==> src/rtl/piso_arb_pkg.sv <==
// Shared types and helpers for the round-robin serialiser.
package piso_arb_pkg;

    typedef enum logic {ST_IDLE, ST_SHIFT} piso_arb_state_t;

    function automatic int clog2_min1(input int value);
        return (value <= 2) ? 1 : $clog2(value);
    endfunction

endpackage

==> src/rtl/piso_shifter.sv <==
// LSB-first parallel-in/serial-out shifter; a load takes priority over a shift.
module piso_shifter #(
    parameter int DATA_WIDTH = 8
) (
    input  logic                  clk,
    input  logic                  reset_n,
    input  logic                  load,
    input  logic                  shift_en,
    input  logic [DATA_WIDTH-1:0] din,
    output logic                  serial_out
);

    logic [DATA_WIDTH-1:0] shreg_q, shreg_d;
    logic                  serial_q, serial_d;

    // Bit 0 goes straight to the output on load; the rest waits in the register.
    always_comb begin
        shreg_d  = shreg_q;
        serial_d = serial_q;
        if (load) begin
            shreg_d  = din >> 1;
            serial_d = din[0];
        end else if (shift_en) begin
            shreg_d  = shreg_q >> 1;
            serial_d = shreg_q[0];
        end
    end

    always_ff @(posedge clk or negedge reset_n) begin
        if (!reset_n) begin
            shreg_q  <= '0;
            serial_q <= 1'b0;
        end else begin
            shreg_q  <= shreg_d;
            serial_q <= serial_d;
        end
    end

    assign serial_out = serial_q;

endmodule

==> src/rtl/piso_serial_arbiter.sv <==
// Round-robin arbiter feeding one shared LSB-first serialiser with frame markers.
module piso_serial_arbiter
    import piso_arb_pkg::*;
#(
    parameter int  DATA_WIDTH   = 8,
    parameter int  NUM_REQ      = 4,
    parameter int  CLKS_PER_BIT = 1,
    localparam int ID_W         = clog2_min1(NUM_REQ),
    localparam int DIV_W        = clog2_min1(CLKS_PER_BIT),
    localparam int CNT_W        = $clog2(DATA_WIDTH)
) (
    input  logic                          clk,
    input  logic                          reset_n,
    input  logic                          flush,
    input  logic [NUM_REQ-1:0]            req_valid,
    input  logic [NUM_REQ*DATA_WIDTH-1:0] req_data,
    output logic [NUM_REQ-1:0]            req_ready,
    output logic                          serial_out,
    output logic                          serial_valid,
    output logic                          frame_start,
    output logic                          frame_end,
    output logic [ID_W-1:0]               grant_id,
    output logic                          busy
);

    piso_arb_state_t   state_q, state_d;
    logic [ID_W-1:0]   ptr_q, ptr_d;
    logic [ID_W-1:0]   grant_q, grant_d;
    logic [CNT_W-1:0]  bit_cnt_q, bit_cnt_d;
    logic [DIV_W-1:0]  div_cnt_q, div_cnt_d;

    logic                  win_found;
    logic [ID_W-1:0]       win_idx;
    logic                  handshake;
    logic                  div_last;
    logic                  bit_last;
    logic                  sh_load;
    logic                  sh_shift;
    logic [DATA_WIDTH-1:0] sh_din;

    // Search starts one past the last grant so the previous winner goes last.
    always_comb begin
        logic [ID_W-1:0] cand;
        cand      = '0;
        win_found = 1'b0;
        win_idx   = '0;
        for (int i = 1; i <= NUM_REQ; i++) begin
            cand = ID_W'((int'(ptr_q) + i) % NUM_REQ);
            if (!win_found && req_valid[cand]) begin
                win_found = 1'b1;
                win_idx   = cand;
            end
        end
    end

    assign handshake = (state_q == ST_IDLE) && !flush && win_found;
    assign div_last  = (div_cnt_q == DIV_W'(CLKS_PER_BIT - 1));
    assign bit_last  = (bit_cnt_q == CNT_W'(DATA_WIDTH - 1));

    always_comb begin
        req_ready = '0;
        if (handshake) begin
            req_ready[win_idx] = 1'b1;
        end
    end

    always_comb begin
        state_d   = state_q;
        ptr_d     = ptr_q;
        grant_d   = grant_q;
        bit_cnt_d = bit_cnt_q;
        div_cnt_d = div_cnt_q;
        unique case (state_q)
            ST_IDLE: begin
                if (handshake) begin
                    state_d   = ST_SHIFT;
                    ptr_d     = win_idx;
                    grant_d   = win_idx;
                    bit_cnt_d = '0;
                    div_cnt_d = '0;
                end
            end
            ST_SHIFT: begin
                if (flush) begin
                    state_d   = ST_IDLE;
                    bit_cnt_d = '0;
                    div_cnt_d = '0;
                end else if (div_last) begin
                    div_cnt_d = '0;
                    if (bit_last) begin
                        state_d   = ST_IDLE;
                        bit_cnt_d = '0;
                    end else begin
                        bit_cnt_d = bit_cnt_q + CNT_W'(1);
                    end
                end else begin
                    div_cnt_d = div_cnt_q + DIV_W'(1);
                end
            end
            default: state_d = ST_IDLE;
        endcase
    end

    always_ff @(posedge clk or negedge reset_n) begin
        if (!reset_n) begin
            state_q   <= ST_IDLE;
            ptr_q     <= ID_W'(NUM_REQ - 1);
            grant_q   <= '0;
            bit_cnt_q <= '0;
            div_cnt_q <= '0;
        end else begin
            state_q   <= state_d;
            ptr_q     <= ptr_d;
            grant_q   <= grant_d;
            bit_cnt_q <= bit_cnt_d;
            div_cnt_q <= div_cnt_d;
        end
    end

    // A flush reloads zeros so the line returns low; the final shift of a frame
    // pulls in the zero fill and does the same.
    assign sh_load  = handshake || ((state_q == ST_SHIFT) && flush);
    assign sh_shift = (state_q == ST_SHIFT) && !flush && div_last;
    assign sh_din   = handshake ? req_data[int'(win_idx)*DATA_WIDTH +: DATA_WIDTH] : '0;

    piso_shifter #(
        .DATA_WIDTH (DATA_WIDTH)
    ) u_shifter (
        .clk        (clk),
        .reset_n    (reset_n),
        .load       (sh_load),
        .shift_en   (sh_shift),
        .din        (sh_din),
        .serial_out (serial_out)
    );

    assign serial_valid = (state_q == ST_SHIFT);
    assign busy         = (state_q == ST_SHIFT);
    assign frame_start  = (state_q == ST_SHIFT) && (bit_cnt_q == '0) && (div_cnt_q == '0);
    assign frame_end    = (state_q == ST_SHIFT) && bit_last && div_last;
    assign grant_id     = grant_q;

endmodule

==> config.mk <==
export PLATFORM = sky130hd
export DESIGN_NAME = piso_serial_arbiter
export DESIGN_NICKNAME = d
export VERILOG_FILES = /design/src/rtl/piso_arb_pkg.sv /design/src/rtl/piso_shifter.sv /design/src/rtl/piso_serial_arbiter.sv
export SDC_FILE = /design/constraint.sdc
export NUM_CORES = 1
export LEC_CHECK = 0
export CAP_MARGIN = 5
export CORE_MARGIN = 2
export CORE_UTILIZATION = 40
export DETAILED_ROUTE_END_ITERATION = 8
export PLACE_DENSITY = 0.86
export SYNTH_ARGS = -nofsm -noshare
export SYNTH_HDL_FRONTEND = slang
export SYNTH_SLANG_ARGS = --single-unit
==> constraint.sdc <==
create_clock -name clk -period 2.1 [get_ports clk]
set_input_delay 0.42 -clock clk [delete_from_list [all_inputs] [get_ports clk]]
set_output_delay 0.42 -clock clk [all_outputs]
set_load 0.005 [all_outputs]
==> results of run 1 <==
[sequential cells by signal, summed over array words and instances (netlist names)]
name,flops
u_shifter.shreg_q,7
u_shifter.serial_out,1
bit_cnt_q,3
busy,1
ptr_q,2
grant_id,2
[power by group]
group          leakage (µW)  internal (µW)  switching (µW)
combinational      0.000633            291             227
clock             0.0000210            106             106
sequential         0.000201            374            40.6
[metrics by stage]
step	total power, µW	setup TNS (ns)	hold WS (ns)	setup WS [ns]
floorplan	666	0	0.124	0.0611
global placement	893	-4.88	0.475	-0.736
detailed placement	910	-5.49	0.477	-0.770
CTS	1130	-0.597	0.434	-0.231
global route	1200	-0.414	0.470	-0.164
finish	1140	-0.256	0.430	-0.119
[critical path, delay by kind of cell, from the launching register on]
kind	cells	cell delay, ns
buffers and inverters	1	0.11
AND/OR/NAND/NOR	2	0.42
flip-flops	1	0.57
AO/OA/AOI/OAI	2	0.40
[how the worst min path moves through the flow]
stage,endpoint,slack (ns),depth (start not counted)
3_5_place_dp,grant_id[1],0.48,2
2_1_floorplan,bit_cnt_q[0],0.12,0
3_3_place_gp,u_shifter.shreg_q[6],0.48,2
5_1_grt,bit_cnt_q[0],0.47,2
6_report,u_shifter.shreg_q[5],0.43,2
4_1_cts,busy,0.43,2
[metal layers]
metal  track usage [%]  vias up
li1                  -      558
met1              24.5      565
met3              3.26        6
met2              38.0       53
met5                 0        -
met4              10.9        0
[cell type report]
class	instances	area, µm²	area share, %
clock buffers	4	36.3	1.96
repair buffers	77	686	37.0
multi-input cells	79	663	35.8
well taps	30	37.5	2.03
inverters	7	26.3	1.42
flip-flops and latches	16	403	21.8
[logic make-up after synthesis]
logic type	share of synthesized area (%)
and+or+nand+nor	16.4
AOI/OAI and AO/OA	27.1
muxes	10.1
adders and majority gates	3.44
DFF	37.0
buffers and inverters	5.97
[cell usage in the layout, fill, tap and decap left out, types with 2 or more instances in the layout]
cell | netlist | routed
clkbuf_4 | 0 | 3
a21oi_2 | 1 | 3
o21ai_0 | 2 | 2
dfstp_2 | 2 | 2
buf_2 | 1 | 2
a222oi_1 | 4 | 4
o211ai_2 | 5 | 5
o21a_1 | 2 | 2
o221ai_1 | 2 | 2
clkdlybuf4s50_1 | 0 | 38
nor2_2 | 0 | 2
and2_4 | 2 | 2
inv_1 | 7 | 6
buf_6 | 2 | 2
nand2b_1 | 2 | 2
nand2_1 | 7 | 6
dfrtp_1 | 14 | 14
clkdlybuf4s15_1 | 0 | 2
a21oi_1 | 4 | 2
a22o_1 | 3 | 3
mux2i_1 | 11 | 11
a22oi_1 | 3 | 3
nor2_1 | 8 | 5
ha_1 | 3 | 3
buf_4 | 1 | 26
nand3_1 | 6 | 6
dlygate4sd2_1 | 0 | 6
[timing repair]
action	in CTS	in global routing
setup endpoints to repair	6	5
pin swaps	9	4
setup buffers	5	0
gates resized for setup	28	6
==> metrics.md, run 1 <==
| Metric | Value |
|---|---|
| Largest net degree at the start of global routing | `17` |
| Final hold vios | `0` |
| Largest cells by area after synthesis | `dfrtp_1 (32%), mux2i_1 (10%), o211ai_2 (5.7%)` |
| DP HPWL | `about 2.6 mm` |
| Placed cell area | `between 0.0015 and 0.002 mm²` |
| Reg2Reg Depth | `7` |
| DR vias | `approximately 1200` |
| Power Density | `between 600 and 700 mW/mm²` |
| Worst Max-Slew Pin Slew | `around 0.73 ns` |
| CP Class | `reg -> out` |
| Die ar. | `0.00316 mm²` |
| Met3 WL | `slightly below 200 µm` |
| Fin crit period | `roughly 2.2 ns` |
| DR iter-0 viols | `57` |
| Post-route insts no fill | `about 210` |
| Failing checks | `negative setup slack` |
| IO buf count | `49` |
| Clk_skew | `about 0.0046 ns` |
| CTS Buf Count | `3` |
| Die H | `56.2 µm` |
| Fillers | `~190` |
| Clk slew on worst S/H paths | `around 0.10 ns` |
| DRT Pass-1 Iters | `5` |
| Worst slew margin | `51.2%` |
| Synth top area share | `about a third` |
| GRT Total Usage | `21.3%` |
| Via density | `5.55` |
| DR WL/cell | `around 16 µm` |
| # IOs | `50` |
| Final RePlAce weighted congestion | `about 0.80` |
| Worst Setup EP | `req_ready[3]` |
| Sequential cell area fraction in the yosys report | `~37%` |
| Max Fclk | `between 0.4 and 0.5 GHz` |
| Post-Syn Nets | `between 100 and 150` |
| Maximum VDD drop | `approximately 0.42 mV` |
| GR Overflow Total | `0` |
| Unrepaired setup endpoints after global routing | `true` |
| Period Utilization, post-route | `106%` |
| CP startpoint kind | `flip-flop` |
| Worst path cell trace | `nor3b_2, a311o_1, or3_4, a21oi_2, buf_2` |
| Layout Nets | `between 200 and 250` |
| Clock Tree Root | `clkbuf_4` |
| Worst r2r src | `ptr_q[0]` |
| Final setup fails | `3` |
| CP peak stage delay | `approximately 0.57 ns` |
| Clock Latency Late Sink | `~0.3 ns` |
| Distinct cells, synth | `36` |
| Yosys reg bits | `16` |
| Crit Path Max Fanout | `4` |
| Post-synth EDFFs | `0` |
| Initial antenna violation count | `0` |
| Syn avg cell area | `between 10 and 15 µm²` |
| Most common cell in the netlist | `dfrtp_1` |
| Worst r2r dst | `u_shifter.shreg_q[0]` |
| Overall die width | `around 56 µm` |
| Critical path endpoint category | `output pin` |
| Pins Over Slew Limit | `0` |
| Placed Cells | `roughly 200` |
| Vias in the first global route | `roughly 1200` |
| # DRC | `0` |
| Synth top cells by count | `dfrtp_1 (14), mux2i_1 (11), nor2_1 (8)` |
| H-tree levels | `1` |
| Arrival time at the worst endpoint | `around 1.8 ns` |
| Fin util | `between 70 and 80%` |
| CTS tree | `yes` |
| Most used DFF post-synth | `dfrtp_1` |
| Metal-1 WL | `approximately 1.3 mm` |
| Max-Cap Viols | `0` |
| Hold buffer count at CTS | `0` |
| Static leakage | `0.000856 µW` |
| Cell area after layout | `about 0.0019 mm²` |
| DRT antenna net count | `0` |
| Synth Warn # | `0` |
| Area Growth Syn to Fin | `69.9%` |
| Met2 WL post-DR | `approximately 1.8 mm` |
| WP data required | `1.68 ns` |
| Core area | `roughly 0.0025 mm²` |
| Layout cells sized above 1 | `approximately 32%` |
| Worst setup margin | `-0.119 ns` |
| CP startpoint | `ptr_q[0]` |
| Synth area leader | `dfrtp_1` |
| Starting Density | `43.2%` |
| Clk sink count | `16` |
| Antenna Cells | `0` |
| Final wirelength | `between 3 and 4 mm` |
| Synth Instances | `107` |
| DR top layer | `met4` |
| Core Rows | `18` |
| CP max-delay cell | `dfstp_2` |
| Post-synthesis cell area | `approximately 0.0011 mm²` |
| Max Root-Sink Buffers | `2` |
| Ys async rst share | `between 90% and 100%` |
| First-pass GRT wire length | `about 5.3 mm` |
| Status | `complete, but fails checks` |
| Worst min path class | `in -> async` |
| Register-to-Register Setup Slack | `roughly 0.14 ns` |
No activity file was read; power rests on OpenSTA's default activity.
==> inputs of run 2 (changes only) <==
--- a/config.mk
+++ b/config.mk
@@ -6,10 +6,12 @@
 export NUM_CORES = 1
 export LEC_CHECK = 0
 export CAP_MARGIN = 5
+export CELL_PAD_IN_SITES_DETAIL_PLACEMENT = 1
+export CELL_PAD_IN_SITES_GLOBAL_PLACEMENT = 1
 export CORE_MARGIN = 2
-export CORE_UTILIZATION = 40
+export CORE_UTILIZATION = 30
 export DETAILED_ROUTE_END_ITERATION = 8
-export PLACE_DENSITY = 0.86
+export PLACE_DENSITY = 0.87
 export SYNTH_ARGS = -nofsm -noshare
 export SYNTH_HDL_FRONTEND = slang
 export SYNTH_SLANG_ARGS = --single-unit
==> metrics.md, run 2 (synthesis results as in run 1) <==
| Metric | Value |
|---|---|
| Status | `complete, but fails checks` |
| Failing checks | `negative setup slack` |
| Tot Pwr | `1180 µW (+3.4%)` |
| Crit Path Max Fanout | `4 (unchanged)` |
| Clk sink count | `16 (unchanged)` |
| Layout cells sized above 1 | `30.8% (-1.5 points)` |
| Clock Latency Late Sink | `0.31 ns (about the same)` |
| Vias in the first global route | `1336 (+7.4%)` |
| CP Class | `reg -> out` |
| Worst Max-Slew Pin Slew | `0.761 ns (+0.0306 ns)` |
| # DRC | `0 (unchanged)` |
| Worst setup margin | `-0.163 ns (-0.0436 ns)` |
| Met1 usage | `24.0% (-0.50 points)` |
| Via density | `5.32 (-4.2%)` |
| Arrival time at the worst endpoint | `1.84 ns (+0.04 ns)` |
| Period Utilization, post-route | `108% (+2.1 points)` |
| Commonest non-fill, non-tap cell in the layout | `clkdlybuf4s50_1` |
| CTS Buf Count | `3 (unchanged)` |
| DR vias | `1212 (+2.5%)` |
| Die H | `64.3 µm (+14%)` |
| Worst min path class | `in -> async` |
| DR iter-0 viols | `56 (-1.8%)` |
| CTS tree | `yes` |
| Maximum VDD drop | `0.230 mV (-45%)` |
| Die ar. | `0.00413 mm² (+31%)` |
| Worst slew margin | `49.2% (-2.0 points)` |
| Power Density | `637 mW/mm² (+3.0%)` |
| Fin crit period | `2.26 ns (+0.0436 ns)` |
| WP data required | `1.68 ns (about the same)` |
| DRT Pass-1 Iters | `4 (-1)` |
| Clk_skew | `0.0124 ns (+0.00779 ns)` |
| Antenna Cells | `0 (unchanged)` |
| Initial antenna violation count | `0 (unchanged)` |
| DRT antenna net count | `0 (unchanged)` |
| Critical path endpoint category | `output pin` |
| Max Fclk | `0.442 GHz (-1.9%)` |
| Top Registers | `u_shifter.shreg_q (7), bit_cnt_q (3)` |
| Max Root-Sink Buffers | `2 (unchanged)` |
| Max reg flops | `7 (unchanged)` |
| DR WL/cell | `18.4 µm (+17%)` |
| Core area | `0.00342 mm² (+35%)` |
| Fillers | `394 (+110%)` |
| Max-Cap Viols | `0 (unchanged)` |
| Starting Density | `31.9% (-11 points)` |
| Layout Nets | `225 (-0.44%)` |
| Commonest non-fill, non-tap cells in the layout | `clkdlybuf4s50_1 (39), buf_4 (26), dfrtp_1 (14)` |
| Static leakage | `0.000854 µW (-0.18%)` |
| H-tree levels | `1 (unchanged)` |
| Largest net degree at the start of global routing | `17 (unchanged)` |
| First-pass GRT wire length | `6.62 mm (+24%)` |
| Largest register by flop count | `u_shifter.shreg_q` |
| CP startpoint kind | `flip-flop` |
| GRT Total Usage | `21.2% (-0.18 points)` |
| Clk slew on worst S/H paths | `0.11 ns (about the same)` |
| Overall die width | `64.3 µm (+14%)` |
| Final RePlAce weighted congestion | `0.854 (+7.0%)` |
| Core Rows | `21 (+3)` |
| Final setup fails | `3 (unchanged)` |
| Met2 Use GR | `40.1% (+2.1 points)` |
| Clock Tree Root | `clkbuf_4` |
| # IOs | `50 (unchanged)` |
| Pins Over Slew Limit | `0 (unchanged)` |
| IO buf count | `49 (unchanged)` |
| Area Growth Syn to Fin | `70.5%` |
| Hold buffer count at CTS | `0 (unchanged)` |
| Final wirelength | `4.20 mm (+25%)` |
| DP HPWL | `3.30 mm (+27%)` |
| Met3 GRT Util | `1.41% (-1.8 points)` |
| GR Overflow Total | `0 (unchanged)` |
| Total Neg Setup Slack | `-0.466 ns (-0.210 ns)` |
| Unrepaired setup endpoints after global routing | `true` |
| Final hold vios | `0 (unchanged)` |
| Most Crowded Layer GR | `met2` |
run 2: per-layer routing:
metal / vias up / wire length, µm
met1: 611 / 1630
met2: 32 / 2360
li1: 560 / -
met3: 9 / 102
met5: - / 0
met4: 0 / 97
run 2: repair_timing:
action,in CTS,in global routing
gates resized for setup,28,4
buffers inserted,4,0
pin swaps,6,5
setup endpoints to repair,12,11
run 2: power by group:
| part | total [µW] | internal (µW) | switching, µW |
|---|---|---|---|
| logic | 547 | 302 | 245 |
| registers | 416 | 374 | 42.6 |
| clock network | 220 | 106 | 114 |
| total | 1180 | 782 | 401 |
run 2: layout make-up:
type                            instances  area, µm²  share of cell area [%]
Timing Repair Buffer                   76        671                    36.1
Multi-Input combinational cell         79        664                    35.8
Sequential cell                        16        403                    21.7
Tap cell                               46       57.6                    3.10
Clock buffer                            4       36.3                    1.95
Inverter                                7       26.3                    1.41
run 2: worst paths after layout:
check / startpoint / to / slack, ns / cells after the start
worst min-delay path: reset_n / u_shifter.shreg_q[0] / 0.43 / 2
max in group asynchronous: reset_n / ptr_q[0] / 1.39 / 2
worst max register to register: ptr_q[0] / u_shifter.shreg_q[5] / 0.03 / 7
worst max-delay path: ptr_q[0] / req_ready[3] / -0.16 / 5
min in group clk: grant_id[1] / grant_id[1] / 0.50 / 2
worst min register to register: grant_id[1] / grant_id[1] / 0.50 / 2
run 2: through the flow:
step                utilization (%)  instances  area [µm²]  hold WS (ns)  setup WS (ns)
finish                         54.4        228        1860         0.432         -0.163
floorplan                         -        107        1090         0.124         0.0611
CTS                            54.3        228        1860         0.432         -0.285
detailed placement             51.9        220        1770         0.478         -0.840
global route                   54.4        228        1860         0.452         -0.243
global placement               51.9        220        1770         0.475         -0.736
run 2: worst max-delay path, stage by stage (launching register included):
cell and delay (ns):
dfstp_2 0.58, nor3b_2 0.05, a311o_1 0.30, or3_4 0.38
a21oi_2 0.12, buf_2 0.12
==> inputs of run 3 (changes only) <==
==> constraint.sdc (replaced) <==
create_clock -name clk -period 2.1 [get_ports clk]
set_input_delay 0.315 -clock clk [delete_from_list [all_inputs] [get_ports clk]]
set_output_delay 0.315 -clock clk [all_outputs]
set_load 0.005 [all_outputs]
==> metrics.md, run 3 (synthesis results as in run 1) <==
| Metric | Value |
|---|---|
| DP HPWL | `3.48 mm (+5.4%)` |
| GRT Total Usage | `22.2% (+1.0 points)` |
| Final wirelength | `4.68 mm (+11%)` |
| Comb pwr share | `48.0% (+1.8 points)` |
| Antenna Cells | `0 (unchanged)` |
| Final hold vios | `0 (unchanged)` |
| Unrepaired setup endpoints after global routing | `true` |
| Final setup fails | `2 (-1)` |
| Initial antenna violation count | `0 (unchanged)` |
| Clock power frac | `17.8% (-0.8 points)` |
| Status | `complete, but fails checks` |
| Sw Ratio | `34.8% (+0.84 points)` |
| Worst slew margin | `44.6% (-4.6 points)` |
| Largest net degree at the start of global routing | `17 (unchanged)` |
| Worst r2r dst | `u_shifter.shreg_q[0]` |
| Cell area after layout | `0.00191 mm² (+3.0%)` |
| Starting Density | `31.9% (unchanged)` |
| First-pass GRT wire length | `6.90 mm (+4.3%)` |
| Overall die width | `64.3 µm (unchanged)` |
| Via density | `5.38 (+1.2%)` |
| Register-to-Register Setup Slack | `0.05 ns (+0.02 ns)` |
| Pins Over Slew Limit | `0 (unchanged)` |
| Reg area | `403 µm² (unchanged)` |
| Placed cell area | `0.00175 mm² (-1.3%)` |
| GR Overflow Total | `0 (unchanged)` |
| Period Utilization, post-route | `103% (-4.3 points)` |
| CTS Buf Count | `3 (unchanged)` |
| Largest register by flop count | `u_shifter.shreg_q` |
| Failing checks | `negative setup slack` |
| CP Class | `reg -> out` |
| Fillers | `394 (unchanged)` |
| Arrival time at the worst endpoint | `1.86 ns (+0.02 ns)` |
| NetSw | `430 µW (+7.1%)` |
| IO buf count | `49 (unchanged)` |
| Commonest non-fill, non-tap cell in the layout | `clkdlybuf4s50_1` |
| Clk sink count | `16 (unchanged)` |
| Fin crit period | `2.17 ns (-0.0901 ns)` |
| Clk_skew | `0.00845 ns (-0.00394 ns)` |
| WP data required | `1.78 ns (+0.10 ns)` |
| CTS tree | `yes` |
| DRT Pass-1 Iters | `5 (+1)` |
| Worst min path class | `in -> async` |
| Final RePlAce weighted congestion | `0.859 (+0.62%)` |
| DR WL/cell | `20.4 µm (+11%)` |
| DR iter-0 viols | `56 (unchanged)` |
| Die ar. | `0.00413 mm² (unchanged)` |
| Maximum VDD drop | `0.363 mV (+58%)` |
| Worst r2r src | `ptr_q[0]` |
| Pint | `807 µW (+3.2%)` |
| Max-Cap Viols | `0 (unchanged)` |
| Commonest non-fill, non-tap cells in the layout | `clkdlybuf4s50_1 (40), buf_4 (23), dfrtp_1 (14)` |
| DRT antenna net count | `0 (unchanged)` |
| Die H | `64.3 µm (unchanged)` |
| Reg2Reg Depth | `7 (unchanged)` |
| CP max-delay cell | `dfstp_2` |
| Crit Path Max Fanout | `3 (-1)` |
| Power Density | `646 mW/mm² (+1.5%)` |
| Top Registers | `u_shifter.shreg_q (7), bit_cnt_q (3)` |
| Core area | `0.00342 mm² (unchanged)` |
| Hold Slack | `0.440 ns (+0.00795 ns)` |
| DR vias | `1232 (+1.7%)` |
| Vias in the first global route | `1344 (+0.60%)` |
| Pre-CTS setup slack | `-0.586 ns (+0.254 ns)` |
| Crit-path most repeated cell | `buf_6` |
| Clock Tree Root | `clkbuf_4` |
| Layout cells sized above 1 | `32.2% (+1.5 points)` |
| # DRC | `0 (unchanged)` |
| Layout Nets | `226 (+0.44%)` |
| Worst path cell trace | `nand2b_4, buf_6, a21oi_4, a221oi_4, inv_2, buf_6, nor2_4, buf_2` |
| Clk slew on worst S/H paths | `0.10 ns (about the same)` |
| CP peak stage delay | `0.59 ns (about the same)` |
| Clock Latency Late Sink | `0.31 ns (about the same)` |
| Max Fclk | `0.460 GHz (+4.1%)` |
| Max reg flops | `7 (unchanged)` |
| Core Rows | `21 (unchanged)` |
| Worst setup margin | `-0.0728 ns (+0.0901 ns)` |
| Critical path endpoint category | `output pin` |
| Hold buffer count at CTS | `0 (unchanged)` |
| H-tree levels | `1 (unchanged)` |
| Max Root-Sink Buffers | `2 (unchanged)` |
| Sequential power share | `34.2% (-1.0 points)` |
| Static leakage | `0.000900 µW (+5.3%)` |
| Placed Cells | `217 (-1.4%)` |
| Area Growth Syn to Fin | `75.5%` |
| Fin util | `56.0% (+1.6 points)` |
| CP startpoint kind | `flip-flop` |
| Worst Max-Slew Pin Slew | `0.829 ns (+0.0682 ns)` |
| # IOs | `50 (unchanged)` |
| Post-route insts no fill | `229 (+0.44%)` |
| Area of the multi-input gates | `682 µm² (+2.6%)` |
run 3: worst max-delay path by stage:
stage            startpoint      endpoint  slack, ns  depth (start not counted)
3_3_place_gp   req_valid[0]  req_ready[3]      -0.52                          6
2_1_floorplan      ptr_q[0]  req_ready[0]       0.21                          6
4_1_cts            ptr_q[0]  req_ready[3]      -0.16                          5
3_5_place_dp   req_valid[1]  req_ready[3]      -0.59                          6
5_1_grt            ptr_q[0]  req_ready[2]      -0.15                          8
6_report           ptr_q[0]  req_ready[2]      -0.07                          8
run 3: power by group through the flow:
stage	sequential, µW	combinational (µW)	clock, µW
2_1_floorplan	416	250	0
3_3_place_gp	414	478	0
3_5_place_dp	422	509	0
4_1_cts	419	544	226
5_1_grt	427	634	241
6_report	422	594	220
run 3: metal layers:
layer  routed length [µm]  track usage [%]  part of all wire [%]  vias to the layer above
met5                    0                0                     0                        -
met4                  227             12.5                   4.9                        0
met3                  165             2.82                   3.5                       18
met2                 2580             40.5                    55                       49
met1                 1700             24.6                    36                      607
li1                     -                -                     -                      558
run 3: stage by stage:
| step | setup TNS (ns) | power, µW |
|---|---|---|
| 2_1_floorplan | 0 | 666 |
| 3_3_place_gp | -3.17 | 892 |
| 3_5_place_dp | -4.30 | 931 |
| 4_1_cts | -0.396 | 1190 |
| 5_1_grt | -0.492 | 1300 |
| 6_report | -0.142 | 1240 |
run 3: cell type report:
type / instances / area share (%)
timing repair buffer: 77 / 37.0
multi-input combinational: 79 / 35.6
sequential: 16 / 21.1
tap: 46 / 3.01
clock buffer: 4 / 1.90
inverter: 7 / 1.37
run 3: worst max-delay path: cells and delay by family (launching register included):
kind | cells | cell delay, ns
flip-flops | 1 | 0.59
buffers and inverters | 4 | 0.44
AO/OA/AOI/OAI | 2 | 0.31
AND/OR/NAND/NOR | 2 | 0.22
run 3: what timing repair did:
item,CTS,global route
endpoints found under the setup margin,6,10
buffers inserted,4,5
pin swaps,6,3
resized for setup,23,13
